**src/rtl/argmax_pkg.sv**
```systemverilog
// Shared types and elaboration checks for the argmax scan controller.
package argmax_pkg;

  // Controller states: waiting for start, streaming samples, presenting result.
  typedef enum logic [1:0] {
    IDLE = 2'd0,
    SCAN = 2'd1,
    HOLD = 2'd2
  } argmax_state_t;

  localparam int unsigned DEF_BIT_WIDTH   = 8;
  localparam int unsigned DEF_NUM_INPUTS  = 10;
  localparam int unsigned DEF_INDEX_WIDTH = 4;

  // True when the index width can address every sample and a scan has at least two samples.
  function automatic bit idx_width_ok(input int unsigned iw, input int unsigned n);
    return (n >= 32'd2) && ((64'd1 << iw) >= 64'(n));
  endfunction

endpackage

```
**src/rtl/larger_index.sv**
```systemverilog
// Single signed comparator: returns the larger value and its index; ties keep input 2.
module larger_index
  import argmax_pkg::*;
#(
  parameter int unsigned BIT_WIDTH   = DEF_BIT_WIDTH,
  parameter int unsigned NUM_INPUTS  = DEF_NUM_INPUTS,
  parameter int unsigned INDEX_WIDTH = DEF_INDEX_WIDTH
) (
  input  logic signed [BIT_WIDTH-1:0]   i_in1,
  input  logic        [INDEX_WIDTH-1:0] i_idx1,
  input  logic signed [BIT_WIDTH-1:0]   i_in2,
  input  logic        [INDEX_WIDTH-1:0] i_idx2,
  output logic signed [BIT_WIDTH-1:0]   o_val_c,
  output logic        [INDEX_WIDTH-1:0] o_idx_c
);

  if (!idx_width_ok(INDEX_WIDTH, NUM_INPUTS)) begin : g_param_check
    $error("larger_index: INDEX_WIDTH too small for NUM_INPUTS");
  end

  logic w_take1;

  // Strict signed greater-than; input 2 (the earlier index) wins on equality.
  assign w_take1 = (i_in1 > i_in2);

  // Select the winning value/index pair.
  always_comb begin
    o_val_c = i_in2;
    o_idx_c = i_idx2;
    if (w_take1) begin
      o_val_c = i_in1;
      o_idx_c = i_idx1;
    end
  end

endmodule

```
**src/rtl/argmax_scan.sv**
```systemverilog
// Sequential argmax: streams NUM_INPUTS signed samples through one comparator
// and reports the largest value and its 0-based position.
module argmax_scan
  import argmax_pkg::*;
#(
  parameter int unsigned BIT_WIDTH   = DEF_BIT_WIDTH,
  parameter int unsigned NUM_INPUTS  = DEF_NUM_INPUTS,
  parameter int unsigned INDEX_WIDTH = DEF_INDEX_WIDTH
) (
  input  logic                          clk,
  input  logic                          rst_n,
  input  logic                          start,
  input  logic                          clear,
  input  logic                          in_valid,
  input  logic signed [BIT_WIDTH-1:0]   in_data,
  output logic                          in_ready,
  output logic                          busy,
  output logic                          out_valid,
  input  logic                          out_ready,
  output logic signed [BIT_WIDTH-1:0]   max_val,
  output logic        [INDEX_WIDTH-1:0] max_idx
);

  if (!idx_width_ok(INDEX_WIDTH, NUM_INPUTS)) begin : g_param_check
    $error("argmax_scan: INDEX_WIDTH too small for NUM_INPUTS");
  end

  localparam logic [INDEX_WIDTH-1:0] LAST_IDX = INDEX_WIDTH'(NUM_INPUTS - 1);

  argmax_state_t                r_state;
  logic [INDEX_WIDTH-1:0]       r_cnt;
  logic signed [BIT_WIDTH-1:0]  r_best_val;
  logic [INDEX_WIDTH-1:0]       r_best_idx;
  logic signed [BIT_WIDTH-1:0]  r_max_val;
  logic [INDEX_WIDTH-1:0]       r_max_idx;
  logic                         r_in_ready;
  logic                         r_busy;
  logic                         r_out_valid;

  logic                         w_accept;
  logic                         w_first;
  logic signed [BIT_WIDTH-1:0]  w_cmp_val;
  logic [INDEX_WIDTH-1:0]       w_cmp_idx;

  // A sample is taken only while scanning and the producer presents one.
  assign w_accept = (r_state == SCAN) && r_in_ready && in_valid;
  assign w_first  = (r_cnt == '0);

  larger_index #(
    .BIT_WIDTH   (BIT_WIDTH),
    .NUM_INPUTS  (NUM_INPUTS),
    .INDEX_WIDTH (INDEX_WIDTH)
  ) u_larger_index (
    .i_in1   (in_data),
    .i_idx1  (r_cnt),
    .i_in2   (r_best_val),
    .i_idx2  (r_best_idx),
    .o_val_c (w_cmp_val),
    .o_idx_c (w_cmp_idx)
  );

  // Scan FSM with counter, running-best and registered result/handshake outputs.
  always_ff @(posedge clk or negedge rst_n) begin
    if (!rst_n) begin
      r_state     <= IDLE;
      r_cnt       <= '0;
      r_best_val  <= '0;
      r_best_idx  <= '0;
      r_max_val   <= '0;
      r_max_idx   <= '0;
      r_in_ready  <= 1'b0;
      r_busy      <= 1'b0;
      r_out_valid <= 1'b0;
    end else if (clear) begin
      // Abort from any state; partial results are discarded.
      r_state     <= IDLE;
      r_cnt       <= '0;
      r_best_val  <= '0;
      r_best_idx  <= '0;
      r_in_ready  <= 1'b0;
      r_busy      <= 1'b0;
      r_out_valid <= 1'b0;
    end else begin
      case (r_state)
        IDLE: begin
          r_cnt      <= '0;
          r_best_val <= '0;
          r_best_idx <= '0;
          if (start) begin
            r_state    <= SCAN;
            r_in_ready <= 1'b1;
            r_busy     <= 1'b1;
          end
        end
        SCAN: begin
          if (w_accept) begin
            // Sample 0 seeds the running best without a compare.
            if (w_first) begin
              r_best_val <= in_data;
              r_best_idx <= '0;
              r_max_val  <= in_data;
              r_max_idx  <= '0;
            end else begin
              r_best_val <= w_cmp_val;
              r_best_idx <= w_cmp_idx;
              r_max_val  <= w_cmp_val;
              r_max_idx  <= w_cmp_idx;
            end
            if (r_cnt == LAST_IDX) begin
              r_state     <= HOLD;
              r_in_ready  <= 1'b0;
              r_out_valid <= 1'b1;
            end else begin
              r_cnt <= r_cnt + INDEX_WIDTH'(1);
            end
          end
        end
        HOLD: begin
          if (out_ready) begin
            r_state     <= IDLE;
            r_busy      <= 1'b0;
            r_out_valid <= 1'b0;
          end
        end
        default: begin
          r_state     <= IDLE;
          r_in_ready  <= 1'b0;
          r_busy      <= 1'b0;
          r_out_valid <= 1'b0;
        end
      endcase
    end
  end

  assign in_ready  = r_in_ready;
  assign busy      = r_busy;
  assign out_valid = r_out_valid;
  assign max_val   = r_max_val;
  assign max_idx   = r_max_idx;

endmodule

```
**config.mk**
```make
export PLATFORM = sky130hd
export DESIGN_NAME = argmax_scan
export DESIGN_NICKNAME = d
export VERILOG_FILES = /design/src/rtl/argmax_pkg.sv /design/src/rtl/larger_index.sv /design/src/rtl/argmax_scan.sv
export SDC_FILE = /design/constraint.sdc
export NUM_CORES = 1
export LEC_CHECK = 0
export CAP_MARGIN = 20
export CORE_ASPECT_RATIO = 0.8
export CORE_UTILIZATION = 54
export CTS_CLUSTER_DIAMETER = 80
export DETAILED_ROUTE_END_ITERATION = 7
export PLACE_DENSITY = 0.84
export SLEW_MARGIN = 20
export SYNTH_ARGS = -nofsm -noshare
export SYNTH_HDL_FRONTEND = slang
export SYNTH_HIERARCHICAL = 1
export SYNTH_SLANG_ARGS = --single-unit
```
**constraint.sdc**
```tcl
create_clock -name clk -period 7.1 [get_ports clk]
set_input_delay 0.71 -clock clk [delete_from_list [all_inputs] [get_ports clk]]
set_output_delay 0.71 -clock clk [all_outputs]
set_load 0.02 [all_outputs]
```
==> out/qor.txt, run 1 <==
STATUS
--------------------------------------------------------------------------------------------------------
Result of the run ......................................................................... finished, final reports clean

DRT
--------------------------------------------------------------------------------------------------------
Remaining routing DRC violations ..........................................................            0
Detailed-route via count ..................................................................         1351
TritonRoute pass-1 iters ..................................................................            4
Avg Vias per Cell .........................................................................        5.653
Detailed Route WL .........................................................................      3471 µm
Count of antenna-violating nets left after detailed routing ...............................            0
Violation count after the first detailed-routing iteration ................................           62
Final routed wire length divided by cell count ............................................     14.52 µm

WORST SETUP PATH
--------------------------------------------------------------------------------------------------------
Data arrival time at the worst-slack endpoint .............................................      3.36 ns
Count of buffer and inverter cells on the critical path ...................................            1
Delay contributed by the slowest stage of the critical path ...............................      0.56 ns
Slowest library cell on the worst path .................................................... sky130_fd_sc_hd__a21oi_2
Crit-path max FO ..........................................................................           12
Setup crit end kind .......................................................................    flip-flop
Critical setup path kind .................................................................. input pin to flip-flop
Required arrival time at the worst endpoint ...............................................      7.27 ns
Largest delay share family, worst path .................................................... compound AO/OA/AOI/OAI gates
Critical Path, Cell by Cell ............................................................... clkdlybuf4s50_1, ha_1, nand4_1, o32ai_1, a31oi_1, a21oi_2, mux2_2, mux2i_1, nor2_1, a21o_2
Critical Path Source Type .................................................................    input pin

TIMING
--------------------------------------------------------------------------------------------------------
Top achievable clock speed ................................................................    313.7 MHz
Actual transition at the worst max-transition pin .........................................     1.046 ns
Setup-violating endpoint count in the final report ........................................            0
RSZ-0062 raised after global routing ......................................................        false
Share of the clock period used by the worst path after layout .............................       44.90%
Setup Skew ................................................................................  0.006354 ns
Post-Route Setup TNS ......................................................................         0 ns
Worst slew margin relative to its limit ...................................................       29.99%
Pins Over Slew Limit ......................................................................            0
Final hold vios ...........................................................................            0
Post-layout min period ....................................................................     3.188 ns

FLOORPLANNING
--------------------------------------------------------------------------------------------------------
Num rows ..................................................................................           18
Initial Util ..............................................................................       57.94%
Core region area .......................................................................... 0.003153 mm²
Overall die area .......................................................................... 0.003621 mm²
Horizontal die dimension ..................................................................     67.03 µm
Vertical extent of the die ................................................................     54.02 µm
Boundary Pins .............................................................................           29

GRT
--------------------------------------------------------------------------------------------------------
Via count of the first global-routing pass ................................................         1226
Number of antenna violations at the first check in global routing .........................            0
Total global-route track usage ............................................................       21.64%
Remaining Overflow, GRT ...................................................................            0
Maximum number of pins on one net before global-route repair ..............................           34
First-pass GRT wire length ................................................................      5699 µm

SYNTHESIS
--------------------------------------------------------------------------------------------------------
Post-Syn Nets .............................................................................          193
Yosys cell types ..........................................................................           33
Gate count of the mapped netlist ..........................................................          168
Number of synthesis warnings ..............................................................            6
Average footprint of a synthesized cell ...................................................    10.87 µm²
Synthesized cell area ..................................................................... 0.001827 mm²
Number of synthesized register bits .......................................................           33
Proportion of synthesized chip area in sequential cells ...................................       45.21%

CLOCK TREE
--------------------------------------------------------------------------------------------------------
Clock buffers created by TritonCTS ........................................................            5
Post-CTS setup-driven buffer insertion count ..............................................            0
Clock Sinks ...............................................................................           33
Clock network latency to the later pin of the worst-skew pair .............................      0.28 ns
Post-CTS clock slew at the launch and capture registers of the worst setup and hold paths .      0.07 ns
Count of hold buffers inserted by post-cts repair .........................................            0
Clock tree from TritonCTS .................................................................          yes
Cell chosen for the clock root ............................................................ sky130_fd_sc_hd__clkbuf_8
Number of gates resized after cts .........................................................            0
Maximum count of clock buffers along a single path ........................................            2
H-tree depth reported by CTS ..............................................................            2

FINAL LAYOUT
--------------------------------------------------------------------------------------------------------
Final nets ................................................................................          224
Synthesis-to-layout area growth ...........................................................       20.89%
Share of layout cells above drive strength 1 ..............................................       18.59%
Fillers ...................................................................................          234
Antenna Diode Count .......................................................................            0

PLACEMENT
--------------------------------------------------------------------------------------------------------
GP Congestion .............................................................................       0.7941
Dpl hpwl ..................................................................................      2430 µm
Number of I/O port buffers ................................................................           28

POWER AND IR DROP
--------------------------------------------------------------------------------------------------------
PD cells .................................................................................. 205.3 mW/mm²
Static power due to leakage ...............................................................  0.001104 µW
Worst IR drop on VDD ......................................................................    0.1703 mV
Total power draw ..........................................................................     453.4 µW

FLOW RUN
--------------------------------------------------------------------------------------------------------
Total of max-cap violations ...............................................................            0

MIN PATH
--------------------------------------------------------------------------------------------------------
Worst min-delay path class ................................................................ flip-flop to flip-flop

## report_power, final
| part | total (µW) | internal, µW | switching (µW) |
|---|---|---|---|
| logic | 101 | 53.6 | 47.3 |
| clock network | 142 | 76.9 | 64.7 |
| registers | 211 | 202 | 9.06 |
## state kept, by name, summed over array words and instances, names as in the netlist
register	cells
busy	1
max_idx	4
out_valid	1
r_state	2
r_cnt	4
max_val	8
r_best_idx	4
r_best_val	8
in_ready	1
## metal layers
layer	up-vias	GRT usage (%)	routed length, µm
met5	-	0	0
met3	9	6.356	143
li1	657	-	-
met1	658	27.37	1651
met4	0	7.447	72
met2	27	35.50	1604
## through the flow
step           setup slack (ns)  std cells  cell area (µm²)  hold slack [ns]  util (%)
5_1_grt                   3.789        239             2208           0.4950     70.04
3_3_place_gp              3.725        232             2122           0.4646     67.30
3_5_place_dp              3.672        232             2122           0.4720     67.30
2_1_floorplan             4.538        168             1827           0.4144         -
4_1_cts                   3.921        239             2208           0.4860     70.04
6_report                  3.912        239             2208           0.4844     70.04
## worst reg2reg max path, stage by stage, from the launching register on
cell and delay [ns]:
sky130_fd_sc_hd__dfrtp_1 0.36, sky130_fd_sc_hd__inv_1 0.05, sky130_fd_sc_hd__ha_1 0.31, sky130_fd_sc_hd__nand4_1 0.13
sky130_fd_sc_hd__o32ai_1 0.29, sky130_fd_sc_hd__a31oi_1 0.08, sky130_fd_sc_hd__a21oi_2 0.56, sky130_fd_sc_hd__mux2_2 0.41
sky130_fd_sc_hd__mux2i_1 0.12, sky130_fd_sc_hd__nor2_1 0.07, sky130_fd_sc_hd__a21o_2 0.19
## final cells by class
class	count	area [µm²]	area share (%)
well taps	40	50.05	2.266
multi-input cells	114	894.6	40.51
flip-flops and latches	33	825.8	37.39
inverters	15	56.30	2.550
clock buffers	7	86.33	3.909
repair buffers	30	295.3	13.37
## worst paths after layout
kind	slack (ns)	from	depth (start not counted)	to
max	3.91	in_data[7]	10	max_val[2]
min in group asynchronous	0.83	rst_n	2	r_cnt[1]
min reg2reg	0.48	max_val[1]	1	max_val[1]
min	0.48	max_val[1]	1	max_val[1]
max reg2reg	4.41	r_best_val[7]	10	max_val[2]
max in group asynchronous	5.97	rst_n	2	busy
## synth_stat cells, drive strengths merged
cell type / instances / area share, %
nor2: 17 / 3.9
buf: 6 / 3.0
nand2b: 1 / 0.34
mux2i: 8 / 4.4
o32a: 1 / 0.62
or2: 1 / 0.48
dfrtp: 33 / 45
nand3b: 1 / 0.41
nor3b: 2 / 0.82
nand3: 2 / 0.55
o21ai: 10 / 2.7
mux2: 12 / 7.4
ha: 11 / 7.5
o31ai: 1 / 0.41
o32ai: 1 / 0.48
nand2: 5 / 1.0
a31oi: 1 / 0.34
a2111oi: 1 / 0.48
a21oi: 8 / 2.4
a41oi: 1 / 0.48
inv: 15 / 3.1
or3b: 2 / 1.1
a22o: 8 / 3.9
nand4: 1 / 0.34
a21o: 17 / 7.5
and2b: 1 / 0.48
a21bo: 1 / 0.55
## logic make-up after synthesis
logic type / after synthesis / synth area share [%]
flops: 33 / 45.21
buf+inv: 21 / 6.096
simple gates: 33 / 9.453
fa+ha+maj: 11 / 7.534
compound gates: 50 / 19.93
mux: 20 / 11.78
## cells in the final DEF (no fill, tap or decap), types with 5 or more instances in the layout
cell type	instances
sky130_fd_sc_hd__a21oi_1	7
sky130_fd_sc_hd__dfrtp_1	33
sky130_fd_sc_hd__a22o_1	7
sky130_fd_sc_hd__ha_1	11
sky130_fd_sc_hd__inv_1	15
sky130_fd_sc_hd__a21o_1	9
sky130_fd_sc_hd__clkbuf_8	6
sky130_fd_sc_hd__a21o_2	8
sky130_fd_sc_hd__nor2_1	16
sky130_fd_sc_hd__mux2_2	12
sky130_fd_sc_hd__o21ai_0	10
sky130_fd_sc_hd__nand2_1	5
sky130_fd_sc_hd__clkdlybuf4s50_1	28
sky130_fd_sc_hd__mux2i_1	8
(Power assumes the default switching activity.)
==> inputs of run 2 (changes only) <==
--- a/config.mk
+++ b/config.mk
@@ -7,10 +7,10 @@
 export LEC_CHECK = 0
 export CAP_MARGIN = 20
 export CORE_ASPECT_RATIO = 0.8
-export CORE_UTILIZATION = 54
+export CORE_UTILIZATION = 53
 export CTS_CLUSTER_DIAMETER = 80
 export DETAILED_ROUTE_END_ITERATION = 7
-export PLACE_DENSITY = 0.84
+export PLACE_DENSITY = 0.83
 export SLEW_MARGIN = 20
 export SYNTH_ARGS = -nofsm -noshare
 export SYNTH_HDL_FRONTEND = slang
==> constraint.sdc (replaced) <==
create_clock -name clk -period 3.15 [get_ports clk]
set_input_delay 0.315 -clock clk [delete_from_list [all_inputs] [get_ports clk]]
set_output_delay 0.315 -clock clk [all_outputs]
set_load 0.02 [all_outputs]
==> out/qor.txt, run 2 (synthesized netlist as in run 1, its figures left out) <==
WORST SETUP PATH
--------------------------------------------------------------------------------------------------------
Crit-path max FO ..........................................................................            5
Register-to-Register Setup Slack ..........................................................      0.71 ns
Critical Path Source Type .................................................................    input pin
Critical setup path kind .................................................................. input pin to flip-flop
Setup crit end kind .......................................................................    flip-flop
Data arrival time at the worst-slack endpoint .............................................      2.72 ns
Required arrival time at the worst endpoint ...............................................      3.33 ns

TIMING
--------------------------------------------------------------------------------------------------------
Share of the clock period used by the worst path after layout .............................       80.36%
Setup Skew ................................................................................  0.005747 ns
Top achievable clock speed ................................................................    395.1 MHz
Post-layout min period ....................................................................     2.531 ns
Pins Over Slew Limit ......................................................................            0
Post-Route Setup TNS ......................................................................         0 ns
Actual transition at the worst max-transition pin .........................................    0.6079 ns
Worst slew margin relative to its limit ...................................................       59.47%
Setup-violating endpoint count in the final report ........................................            0
Final hold vios ...........................................................................            0
RSZ-0062 raised after global routing ......................................................        false

CLOCK TREE
--------------------------------------------------------------------------------------------------------
Clock network latency to the later pin of the worst-skew pair .............................      0.29 ns
H-tree depth reported by CTS ..............................................................            2
Clock Sinks ...............................................................................           33
Clock buffers created by TritonCTS ........................................................            5
Post-CTS setup-driven buffer insertion count ..............................................            0
Maximum count of clock buffers along a single path ........................................            2
Cell chosen for the clock root ............................................................ sky130_fd_sc_hd__clkbuf_8
Post-CTS clock slew at the launch and capture registers of the worst setup and hold paths .      0.07 ns
Number of gates resized after cts .........................................................            0
Count of hold buffers inserted by post-cts repair .........................................            0
Clock tree from TritonCTS .................................................................          yes

POWER AND IR DROP
--------------------------------------------------------------------------------------------------------
Worst IR drop on VDD ......................................................................    0.4002 mV
PD cells .................................................................................. 460.0 mW/mm²
Static power due to leakage ...............................................................  0.001114 µW
Total power draw ..........................................................................      1023 µW

DRT
--------------------------------------------------------------------------------------------------------
Detailed Route WL .........................................................................      3739 µm
Count of antenna-violating nets left after detailed routing ...............................            0
Remaining routing DRC violations ..........................................................            0
Detailed-route via count ..................................................................         1348
Final routed wire length divided by cell count ............................................     15.39 µm
TritonRoute pass-1 iters ..................................................................            4
Avg Vias per Cell .........................................................................        5.547
Violation count after the first detailed-routing iteration ................................           73

FINAL LAYOUT
--------------------------------------------------------------------------------------------------------
Final Core Density ........................................................................       70.06%
Post-route standard cell area excluding fillers ........................................... 0.002225 mm²
Final nets ................................................................................          227
Antenna Diode Count .......................................................................            0
Most common cell after layout, fill and taps aside ........................................ sky130_fd_sc_hd__dfrtp_1
Share of layout cells above drive strength 1 ..............................................       19.21%
Leading cell types in the layout, fill and taps excluded .................................. sky130_fd_sc_hd__dfrtp_1 (33), sky130_fd_sc_hd__clkdlybuf4s50_1 (28), sky130_fd_sc_hd__nor2_1 (16)
Synthesis-to-layout area growth ...........................................................       21.78%
Fillers ...................................................................................          228

FLOORPLANNING
--------------------------------------------------------------------------------------------------------
Horizontal die dimension ..................................................................     67.64 µm
Boundary Pins .............................................................................           29
Overall die area .......................................................................... 0.003687 mm²
Initial Util ..............................................................................       57.53%
Num rows ..................................................................................           18
Vertical extent of the die ................................................................     54.51 µm
Core region area .......................................................................... 0.003176 mm²

FLOW RUN
--------------------------------------------------------------------------------------------------------
Total of max-cap violations ...............................................................            0

GRT
--------------------------------------------------------------------------------------------------------
Total global-route track usage ............................................................       23.50%
Via count of the first global-routing pass ................................................         1291
Remaining Overflow, GRT ...................................................................            0
First-pass GRT wire length ................................................................      5982 µm
Number of antenna violations at the first check in global routing .........................            0
Maximum number of pins on one net before global-route repair ..............................           34

STATUS
--------------------------------------------------------------------------------------------------------
Result of the run ......................................................................... finished, final reports clean

PLACEMENT
--------------------------------------------------------------------------------------------------------
Dpl hpwl ..................................................................................      2640 µm
GP Congestion .............................................................................       0.8383
Number of I/O port buffers ................................................................           28
Post-DP Area .............................................................................. 0.002145 mm²

MIN PATH
--------------------------------------------------------------------------------------------------------
Worst min-delay path class ................................................................ input pin to async pin

[run 2: cell count changes in the layout (fill, tap and decap cells not counted), sizes merged]
cell / change
buf: +3
clkbuf: +1
[run 2: per-stage QoR]
step	hold slack (ns)	std cells	worst slack [ns]
after global routing	0.4731	243	0.5433
final	0.4244	243	0.6188
after CTS	0.4309	243	0.6330
after detailed placement	0.4728	235	0.3444
after global placement	0.4663	235	0.4786
after floorplan	0.01941	168	0.9230
[run 2: worst paths after layout]
| path | to | cells after the start | from |
|---|---|---|---|
| worst max-delay path | max_val[6] | 11 | in_data[6] |
| worst min-delay path | max_val[4] | 2 | rst_n |
| worst max register to register | max_val[6] | 11 | r_best_val[6] |
| worst min register to register | max_val[4] | 1 | max_val[4] |
| max in group asynchronous | in_ready | 2 | rst_n |
| min in group clk | max_val[4] | 1 | max_val[4] |
[run 2: cell type report]
type	instances	area, µm²	area share (%)
multi-input cells	114	894.6	40.21
flip-flops and latches	33	825.8	37.12
repair buffers	33	317.8	14.29
clock buffers	8	80.08	3.600
inverters	15	56.30	2.531
well taps	40	50.05	2.250
[run 2: report_power, final]
part | switching [µW] | total, µW | internal [µW]
combinational | 110 | 235 | 125
sequential | 23.4 | 479 | 455
clock | 153 | 310 | 157
total | 287 | 1020 | 737
[run 2: routing by layer]
metal | track usage [%] | wire (µm) | part of all wire, %
met1 | 28.78 | 1758 | 47
met5 | 0 | 0 | 0
met3 | 6.042 | 121 | 3.2
met2 | 38.61 | 1797 | 48
met4 | 11.70 | 62 | 1.7
[run 2: worst max-delay path, stage by stage]
cell and delay, ns:
sky130_fd_sc_hd__clkdlybuf4s50_1 0.45, sky130_fd_sc_hd__ha_1 0.33, sky130_fd_sc_hd__nand4_1 0.12, sky130_fd_sc_hd__o32ai_1 0.31
sky130_fd_sc_hd__a31oi_1 0.09, sky130_fd_sc_hd__a21oi_2 0.14, sky130_fd_sc_hd__buf_4 0.17, sky130_fd_sc_hd__mux2_2 0.34
sky130_fd_sc_hd__mux2i_1 0.16, sky130_fd_sc_hd__nor2_1 0.08, sky130_fd_sc_hd__a21o_2 0.19
